==> config.mk <==
export PLATFORM = sky130hd
export DESIGN_NAME = victory_ctrl_flat
export DESIGN_NICKNAME = d
export VERILOG_FILES = /design/src/rtl/victory_ctrl_if.sv /design/src/rtl/victory_ctrl.sv /design/src/flat_wrapper.sv
export SDC_FILE = /design/constraint.sdc
export NUM_CORES = 1
export LEC_CHECK = 0
export ABC_AREA = 1
export ABC_CLOCK_PERIOD_IN_PS = 1950
export BUFFER_PORTS_ARGS = -buffer_cell sky130_fd_sc_hd__buf_2
export CAP_MARGIN = 20
export CORE_MARGIN = 4
export CORE_UTILIZATION = 30
export DETAILED_ROUTE_END_ITERATION = 8
export GPL_TIMING_DRIVEN = 0
export SKIP_CTS_REPAIR_TIMING = 1
export SYNTH_ARGS = -nofsm -noshare
export SYNTH_HDL_FRONTEND = slang
export SYNTH_SLANG_ARGS = --single-unit
==> constraint.sdc <==
create_clock -name clk -period 1.95 [get_ports clk]
set_input_delay 0.195 -clock clk [delete_from_list [all_inputs] [get_ports clk]]
set_output_delay 0.195 -clock clk [all_outputs]
set_load 0.05 [all_outputs]
==> src/rtl/victory_ctrl_if.sv <==
// Game-outcome bus between the move logic, victory_ctrl and the victory-screen renderer.
// The master side drives the game events; the slave side (victory_ctrl) returns the outcome.
interface victory_ctrl_if;
    logic       new_game;
    logic       cap_by_p1;
    logic       cap_by_p2;
    logic       resign_p1;
    logic       resign_p2;
    logic       Player_1_v;
    logic       Player_2_v;
    logic       game_active;
    logic [3:0] p1_count;
    logic [3:0] p2_count;

    modport master (
        output new_game, cap_by_p1, cap_by_p2, resign_p1, resign_p2,
        input  Player_1_v, Player_2_v, game_active, p1_count, p2_count
    );

    modport slave (
        input  new_game, cap_by_p1, cap_by_p2, resign_p1, resign_p2,
        output Player_1_v, Player_2_v, game_active, p1_count, p2_count
    );
endinterface

==> src/rtl/victory_ctrl.sv <==
// Checkers outcome controller: tracks pawn counts, detects the winner and drives
// the one-hot victory-screen selects after a suspense delay.
//
// state   | meaning
// IDLE    | after reset, waiting for the first new_game
// PLAY    | game running, captures/resigns accepted
// DECLARE | winner latched, suspense timer counting down
// SHOW    | winner select asserted until new_game
module victory_ctrl #(
    parameter int PAWNS        = 12,
    parameter int DELAY_CYCLES = 50_000_000
) (
    input  logic         clk,
    input  logic         reset_n,
    victory_ctrl_if.slave io_game
);

    localparam int             TW      = (DELAY_CYCLES > 1) ? $clog2(DELAY_CYCLES) : 1;
    localparam logic [TW-1:0]  T_LOAD  = TW'(DELAY_CYCLES - 1);
    localparam logic [3:0]     P_START = 4'(PAWNS);

    typedef enum logic [1:0] {
        S_IDLE,
        S_PLAY,
        S_DECLARE,
        S_SHOW
    } state_t;

    state_t        r_state;
    logic [3:0]    r_p1_cnt;
    logic [3:0]    r_p2_cnt;
    logic [TW-1:0] r_timer;
    logic          r_win_p2;
    logic          r_p1_v;
    logic          r_p2_v;
    logic          r_active;

    state_t        w_state_nxt;
    logic [3:0]    w_p1_nxt;
    logic [3:0]    w_p2_nxt;
    logic [TW-1:0] w_timer_nxt;
    logic          w_win_p2_nxt;
    logic [3:0]    w_p1_dec;
    logic [3:0]    w_p2_dec;

    // Saturating decrements; the win check below looks at these next-count values.
    assign w_p2_dec = (io_game.cap_by_p1 && (r_p2_cnt != 4'd0)) ? r_p2_cnt - 4'd1 : r_p2_cnt;
    assign w_p1_dec = (io_game.cap_by_p2 && (r_p1_cnt != 4'd0)) ? r_p1_cnt - 4'd1 : r_p1_cnt;

    always_comb begin
        w_state_nxt  = r_state;
        w_p1_nxt     = r_p1_cnt;
        w_p2_nxt     = r_p2_cnt;
        w_timer_nxt  = r_timer;
        w_win_p2_nxt = r_win_p2;

        if (io_game.new_game) begin
            w_state_nxt  = S_PLAY;
            w_p1_nxt     = P_START;
            w_p2_nxt     = P_START;
            w_timer_nxt  = '0;
            w_win_p2_nxt = 1'b0;
        end else begin
            case (r_state)
                S_IDLE: ;
                S_PLAY: begin
                    w_p1_nxt = w_p1_dec;
                    w_p2_nxt = w_p2_dec;
                    // P1 has fixed priority on a double empty or double resign
                    if ((w_p2_dec == 4'd0) || io_game.resign_p2) begin
                        w_state_nxt  = S_DECLARE;
                        w_win_p2_nxt = 1'b0;
                        w_timer_nxt  = T_LOAD;
                    end else if ((w_p1_dec == 4'd0) || io_game.resign_p1) begin
                        w_state_nxt  = S_DECLARE;
                        w_win_p2_nxt = 1'b1;
                        w_timer_nxt  = T_LOAD;
                    end
                end
                S_DECLARE: begin
                    if (r_timer == '0) begin
                        w_state_nxt = S_SHOW;
                    end else begin
                        w_timer_nxt = r_timer - 1'b1;
                    end
                end
                S_SHOW: ;
                default: w_state_nxt = S_IDLE;
            endcase
        end
    end

    always_ff @(posedge clk or negedge reset_n) begin
        if (!reset_n) begin
            r_state  <= S_IDLE;
            r_p1_cnt <= P_START;
            r_p2_cnt <= P_START;
            r_timer  <= '0;
            r_win_p2 <= 1'b0;
            r_p1_v   <= 1'b0;
            r_p2_v   <= 1'b0;
            r_active <= 1'b0;
        end else begin
            r_state  <= w_state_nxt;
            r_p1_cnt <= w_p1_nxt;
            r_p2_cnt <= w_p2_nxt;
            r_timer  <= w_timer_nxt;
            r_win_p2 <= w_win_p2_nxt;
            r_p1_v   <= (w_state_nxt == S_SHOW) && !w_win_p2_nxt;
            r_p2_v   <= (w_state_nxt == S_SHOW) &&  w_win_p2_nxt;
            r_active <= (w_state_nxt == S_PLAY);
        end
    end

    assign io_game.Player_1_v  = r_p1_v;
    assign io_game.Player_2_v  = r_p2_v;
    assign io_game.game_active = r_active;
    assign io_game.p1_count    = r_p1_cnt;
    assign io_game.p2_count    = r_p2_cnt;

endmodule

==> src/flat_wrapper.sv <==
// flat-port wrapper written by rule: the top's interface ports become plain ports
module victory_ctrl_flat 
#(
    parameter int PAWNS        = 12,
    parameter int DELAY_CYCLES = 50_000_000
)
  (clk, reset_n, io_game_new_game, io_game_cap_by_p1, io_game_cap_by_p2, io_game_resign_p1, io_game_resign_p2, io_game_Player_1_v, io_game_Player_2_v, io_game_game_active, io_game_p1_count, io_game_p2_count);
  victory_ctrl_if io_game_i ();
  input  logic clk;
  input  logic reset_n;
  input wire logic [$bits(io_game_i.new_game)-1:0] io_game_new_game;
  input wire logic [$bits(io_game_i.cap_by_p1)-1:0] io_game_cap_by_p1;
  input wire logic [$bits(io_game_i.cap_by_p2)-1:0] io_game_cap_by_p2;
  input wire logic [$bits(io_game_i.resign_p1)-1:0] io_game_resign_p1;
  input wire logic [$bits(io_game_i.resign_p2)-1:0] io_game_resign_p2;
  output wire logic [$bits(io_game_i.Player_1_v)-1:0] io_game_Player_1_v;
  output wire logic [$bits(io_game_i.Player_2_v)-1:0] io_game_Player_2_v;
  output wire logic [$bits(io_game_i.game_active)-1:0] io_game_game_active;
  output wire logic [$bits(io_game_i.p1_count)-1:0] io_game_p1_count;
  output wire logic [$bits(io_game_i.p2_count)-1:0] io_game_p2_count;
  assign io_game_i.new_game = io_game_new_game;
  assign io_game_i.cap_by_p1 = io_game_cap_by_p1;
  assign io_game_i.cap_by_p2 = io_game_cap_by_p2;
  assign io_game_i.resign_p1 = io_game_resign_p1;
  assign io_game_i.resign_p2 = io_game_resign_p2;
  assign io_game_Player_1_v = io_game_i.Player_1_v;
  assign io_game_Player_2_v = io_game_i.Player_2_v;
  assign io_game_game_active = io_game_i.game_active;
  assign io_game_p1_count = io_game_i.p1_count;
  assign io_game_p2_count = io_game_i.p2_count;
  victory_ctrl #(.PAWNS(PAWNS), .DELAY_CYCLES(DELAY_CYCLES)) u_core (.clk(clk), .reset_n(reset_n), .io_game(io_game_i));
endmodule
## Yosys cells after proc, flatten, opt, wreduce, memory -nomap -nowiden

Index checks and enable logic that the tools add are counted.

| word-level totals | value |
|---|---|
| logic and storage cells | 52 |
| input port bits | 7 |
| register bits after elaboration | 40 |

| cells by class | value |
|---|---|
| add/sub/neg operators | 3 |
| reductions and logical operators | 15 |
| eq/ne operators | 6 |
| muxes and demuxes | 20 |

Operator list:

| cell | count |
|---|---|
| $mux 26 | 4 |
| $pmux 26 s2 | 1 |
| $logic_not 26->1 | 1 |
| $sub 26x1->26 const B | 1 |
| $mux 4 | 6 |
| $logic_not 4->1 | 2 |
| $mux 2 | 4 |
| $reduce_bool 4->1 | 2 |
| $sub 4x1->4 const B | 2 |
| $eq 2x1->1 const B | 2 |
| $eq 2x2->1 const B | 2 |
| $logic_and 1x1->1 | 4 |
| $mux 1 | 4 |
| $ne 4x2->1 const B | 1 |
| $pmux 2 s2 | 1 |
| $ne 3x3->1 const B | 1 |
| $reduce_and 3->1 | 1 |
| $reduce_bool 3->1 | 1 |
| $logic_or 1x1->1 | 2 |
| $reduce_bool 2->1 | 1 |
| $logic_not 1->1 | 1 |

## Depth between registers and ports, before layout

| depth | value |
|---|---|
| depth after elaboration | 11 |
| depth in mapped cells | 17 |
| mapped depth without buffers | 17 |

## Worst setup path after synthesis

OpenSTA, ideal clock, no wires.

| path | value |
|---|---|
| kind | flip-flop to flip-flop |
| from | reg u_core.r_p2_cnt[0], in the netlist u_core.io_game.p2_count[0] |
| to | reg u_core.r_timer[13] |
| clock period less this slack | 2.303 ns |
| slack | -0.353 ns |
| buffers on the path | 1 |
| data required time | 1.820 ns |
| data arrival time | 2.173 ns |
| stages on the path, launching flop included | 16 |
| cell sequence | dfrtp_1 -> inv_1 -> ha_1 -> inv_1 -> nor2_1 -> nand2_1 -> nand2_1 -> nand2_1 -> nand2_1 -> nand2_1 -> nor2_1 -> nor2_1 -> nand3_1 -> o211ai_4 -> buf_4 -> o21ai_0 |

| between the ends | value |
|---|---|
| longest elaborated chain between the ends | 8 |
| elaborated cells on any way between the ends | 11 |
| classes of those cells | add/sub (1); eq/ne (1); mux (4); reduce/logical (5) |

Ends and longest elaborated chain:

| what | RTL line | source |
|---|---|---|
| from (decl) | victory_ctrl.sv:31 | `logic [3:0] r_p2_cnt;` |
| from (signal assigned) | victory_ctrl.sv:106 | `r_p2_cnt <= w_p2_nxt;` |
| parallel branches: the longest is 2 deep, another holds $sub 4x1->4 | n/a |  |
| $mux 4 (*) | victory_ctrl.sv:47 | `assign w_p2_dec = (io_game.cap_by_p1 && (r_p2_cnt != 4'd0)) ? r_p2_cnt - 4'd1 : r_p2_cnt;` |
| $logic_not 4->1 (*) | victory_ctrl.sv:70 | `if ((w_p2_dec == 4'd0) \|\| io_game.resign_p2) begin` |
| $logic_or 1x1->1 (*) | victory_ctrl.sv:70 |  |
| $mux 26 | victory_ctrl.sv:70 |  |
| $pmux 26 s2 | victory_ctrl.sv:64 | `case (r_state)` |
| $mux 26 | victory_ctrl.sv:57 | `if (io_game.new_game) begin` |
| to (signal assigned) | victory_ctrl.sv:107 | `r_timer <= w_timer_nxt;` |
| to (decl) | victory_ctrl.sv:32 | `logic [TW-1:0] r_timer;` |

Every way passes the cells marked *.
A chain may end at the register's enable or synchronous reset.

## Worst setup path after layout

| path | value |
|---|---|
| from | reg u_core.r_p1_cnt[1], in the netlist u_core.io_game.p1_count[1] |
| to | reg u_core.r_timer[23] |

| between the ends | value |
|---|---|
| longest elaborated chain between the ends | 7 |
| elaborated cells on any way between the ends | 8 |
| classes of those cells | add/sub (1); eq/ne (1); mux (1); reduce/logical (5) |

Ends and longest elaborated chain:

| what | RTL line | source |
|---|---|---|
| from (decl) | victory_ctrl.sv:30 | `logic [3:0] r_p1_cnt;` |
| from (signal assigned) | victory_ctrl.sv:105 | `r_p1_cnt <= w_p1_nxt;` |
| parallel branches: the longest is 2 deep, another holds $sub 4x1->4 | n/a |  |
| $mux 4 (*) | victory_ctrl.sv:48 | `assign w_p1_dec = (io_game.cap_by_p2 && (r_p1_cnt != 4'd0)) ? r_p1_cnt - 4'd1 : r_p1_cnt;` |
| $logic_not 4->1 (*) | victory_ctrl.sv:74 | `end else if ((w_p1_dec == 4'd0) \|\| io_game.resign_p1) begin` |
| $logic_or 1x1->1 (*) | victory_ctrl.sv:74 |  |
| $ne 4x2->1 (no source line) (*) | n/a |  |
| $reduce_and 3->1 (no source line) (*) | n/a |  |

Marks and branches as above.

==> key figures <==
Run status
  – Status: finished with violations
  – Failing checks: setup timing

Placed design
  – Gp weighted congestion: 0.8312
  – DP Cell Count: 508
  – Dpl hpwl: 4516 um
  – Dpl ws: -0.4105 ns
  – I/O Buffers: 17

Synth
  – Mapped cell area: 2639 sq um
  – Cell variety after synth: 30
  – Seq cells post-synth: 40
  – Sequential fraction of the synthesis area: 0.3812
  – Post-Syn Nets: 399
  – Yosys warns: 0
  – Ys flop type: dfrtp_1
  – Syn_area_per_cell: 6.836 sq um
  – Synth area leader: dfrtp_1
  – Ys async rst share: 1.000
  – Post-Syn Instances: 386
  – Number of synthesized flops with an enable pin: 0
  – Yosys top cell area share: 0.3414
  – Area contributors post-synth: dfrtp_1 (34%), nand2_1 (16%), o21ai_0 (7.6%), inv_1 (7.5%), nor2_1 (6.0%)

Critical path
  – Crit-path max cell delay: 0.43 ns
  – Setup crit end kind: flip-flop
  – Critical path type: flip-flop to flip-flop
  – Worst Path Required: 2.13 ns
  – CP max FO: 9
  – Critical path's most frequent cell: nand2_1
  – Cell-by-cell trace of the critical path: inv_2, ha_4, nand3_4, nand2_4, nand2_1, nand2_1, nand2_1, nor2_1, nor2_2, nand3_2, o211ai_4, buf_12, clkbuf_16, nand2_1, o21ai_0
  – Slowest-stage cell, CP: dfrtp_2
  – WP data arrival: 2.24 ns
  – Worst setup SP type: flip-flop

Timing
  – Finish-stage setup viols: 26
  – Worst Max-Slew Pin Slew: 0.9209 ns
  – Fin. Hold Viols: 0
  – Clk_skew: 0.006106 ns
  – RSZ-0062 raised after global routing: yes
  – Period utilization: 1.059
  – Max Transition Viols Final: 0
  – Maximum clock rate: 0.4844 GHz
  – Max-slew headroom: 0.3861
  – Min Tclk post-route: 2.064 ns
  – Fin Hold WS: 0.03124 ns
  – Worst setup margin: -0.1142 ns

Finish
  – Commonest non-fill, non-tap cell in the layout: nand2_1
  – Fraction of layout cells with a size suffix above 1: 0.2804
  – Commonest non-fill, non-tap cells in the layout: nand2_1 (89), inv_1 (43), nor2_1 (35)
  – Inserted Diodes: 0
  – Non-filler cells, final: 533
  – P&R area growth vs syn: 30.87%
  – NumNets Final: 440

Die
  – I/O pin count: 18
  – Initial Util: 0.3148
  – Die height: 101.8 um
  – Die X: 101.8 um
  – Std-Cell Rows: 33
  – Die area: 10,360 sq um
  – Core Area: 8382 sq um

Global route
  – Number of global-route vias before repair: 2,252
  – GR Overflow Total: 0
  – Largest net degree at the start of global routing: 41
  – Initial antenna violation count: 0
  – Tot GR Track Use: 0.1253
  – First-pass GRT wire length: 10,560 um

Job
  – Max Cap Viol: 0

Routing
  – DRC viols: 0
  – WL final: 6839 um
  – Via density: 4.931
  – Via Count: 2,628
  – DRT antenna net count: 0
  – Drt first pass iters: 5
  – DRT iter0 DRCs: 143
  – Drt wl/cell: 12.83 um

Worst hold path
  – Hold/Removal Path Class: input pin to async pin

Clock network
  – Clock Latency Late Sink: 0.29 ns
  – TritonCTS buffer count: 5
  – Clock slew at reported path FFs: 0.08 ns
  – Number of clock sinks: 40
  – H-tree levels: 2
  – Clock Path Buffers: 2
  – CTS root buf: clkbuf_8
  – CTS tree: done

Power
  – Maximum vdd ir drop: 0.5016 mV
  – LEAKAGE: 1.620 nW
  – Pwr dens: 1519 nW/um^2
## logic make-up (layout without fill, tap and decap cells)
logic type	Yosys count	in the layout	share of synthesized area
buffers and inverters	63	105	0.1010
DFF	40	40	0.3812
xor gates and xnor gates	3	3	0.009959
AOI/OAI and AO/OA	66	66	0.1389
adders and majority gates	6	6	0.02845
and+or+nand+nor	208	208	0.3404
## stage by stage
step	TNS, ns	utilization	cell area, sq um	power (W)
after global routing	-4.945	0.4120	3453	0.005659
after CTS	-11.03	0.3632	3044	0.004558
after floorplan	-2.907	-	2669	0.003096
after detailed placement	-10.55	0.3442	2885	0.003598
after global placement	-10.09	0.3442	2885	0.003569
final	-2.249	0.4120	3453	0.005245
## power breakdown
part,switching [W],internal [W],total (W)
Clock,0.000304,0.000640,0.000944
Combinational,0.00175,0.00107,0.00282
Sequential,0.000329,0.00115,0.00148
## flip-flops by register name (all words and copies together) (netlist names)
name and cells:
u_core.r_state 2, u_core.r_timer 26, u_core.io_game.Player_2_v 1, u_core.io_game.game_active 1, u_core.io_game.p1_count 4, u_core.io_game.p2_count 4
u_core.r_win_p2 1, u_core.io_game.Player_1_v 1
## Yosys cell counts, types with 2 or more instances
cell type	count
dfrtp_1	36
o31ai_1	3
o21ai_0	40
nand3_1	31
nor3_1	4
o21ai_1	4
inv_1	53
nand2_1	110
ha_1	6
buf_4	2
or2_2	2
nand4_1	9
nor2_1	42
o22ai_1	6
a21oi_1	10
nor2_2	2
clkbuf_1	5
dfstp_2	4
nand3b_1	2
xor2_1	3
buf_6	3
## area by class of cell
type | count | area, sq um
flip-flops and latches | 40 | 1013
repair buffers | 34 | 260.3
clock buffers | 5 | 68.82
fillers | 852 | 4928
plain buffers | 10 | 91.34
clock inverters | 3 | 90.09
well taps | 105 | 131.4
inverters | 53 | 206.4
multi-input cells | 283 | 1592
## worst max-delay path: cells and delay by family, from the launching register on
kind | cells | cell delay, ns
simple gates | 9 | 0.75
buf+inv | 3 | 0.41
fa+ha+maj | 1 | 0.17
compound gates | 2 | 0.16
flops | 1 | 0.43
## routing by layer
layer  up-vias  track usage  part of all wire
li1       1336            -                 -
met1      1227       0.1686              0.46
met2        58       0.2082              0.49
met3         7      0.01997             0.036
met4         0      0.03476             0.011
met5         -            0                 0
## final timing paths
| kind | from | end | slack (ns) | cells after the start |
|---|---|---|---|---|
| worst min register to register | u_core.r_timer[12]$_DFFE_PN0P_ | u_core.r_timer[12]$_DFFE_PN0P_ | 0.50 | 2 |
| worst min-delay path | reset_n | u_core.r_timer[5]$_DFFE_PN0P_ | 0.03 | 1 |
| worst max register to register | u_core.io_game.p1_count[1]$_DFFE_PN0P_ | u_core.r_timer[23]$_DFFE_PN0P_ | -0.11 | 15 |
| min in group clk | io_game_new_game | u_core.r_state[0]$_DFF_PN0_ | 0.19 | 3 |
| max in group asynchronous | reset_n | u_core.io_game.p1_count[0]$_DFFE_PN0P_ | 1.29 | 1 |
| worst max-delay path | u_core.io_game.p1_count[1]$_DFFE_PN0P_ | u_core.r_timer[23]$_DFFE_PN0P_ | -0.11 | 15 |
(Power assumes the default switching activity.)
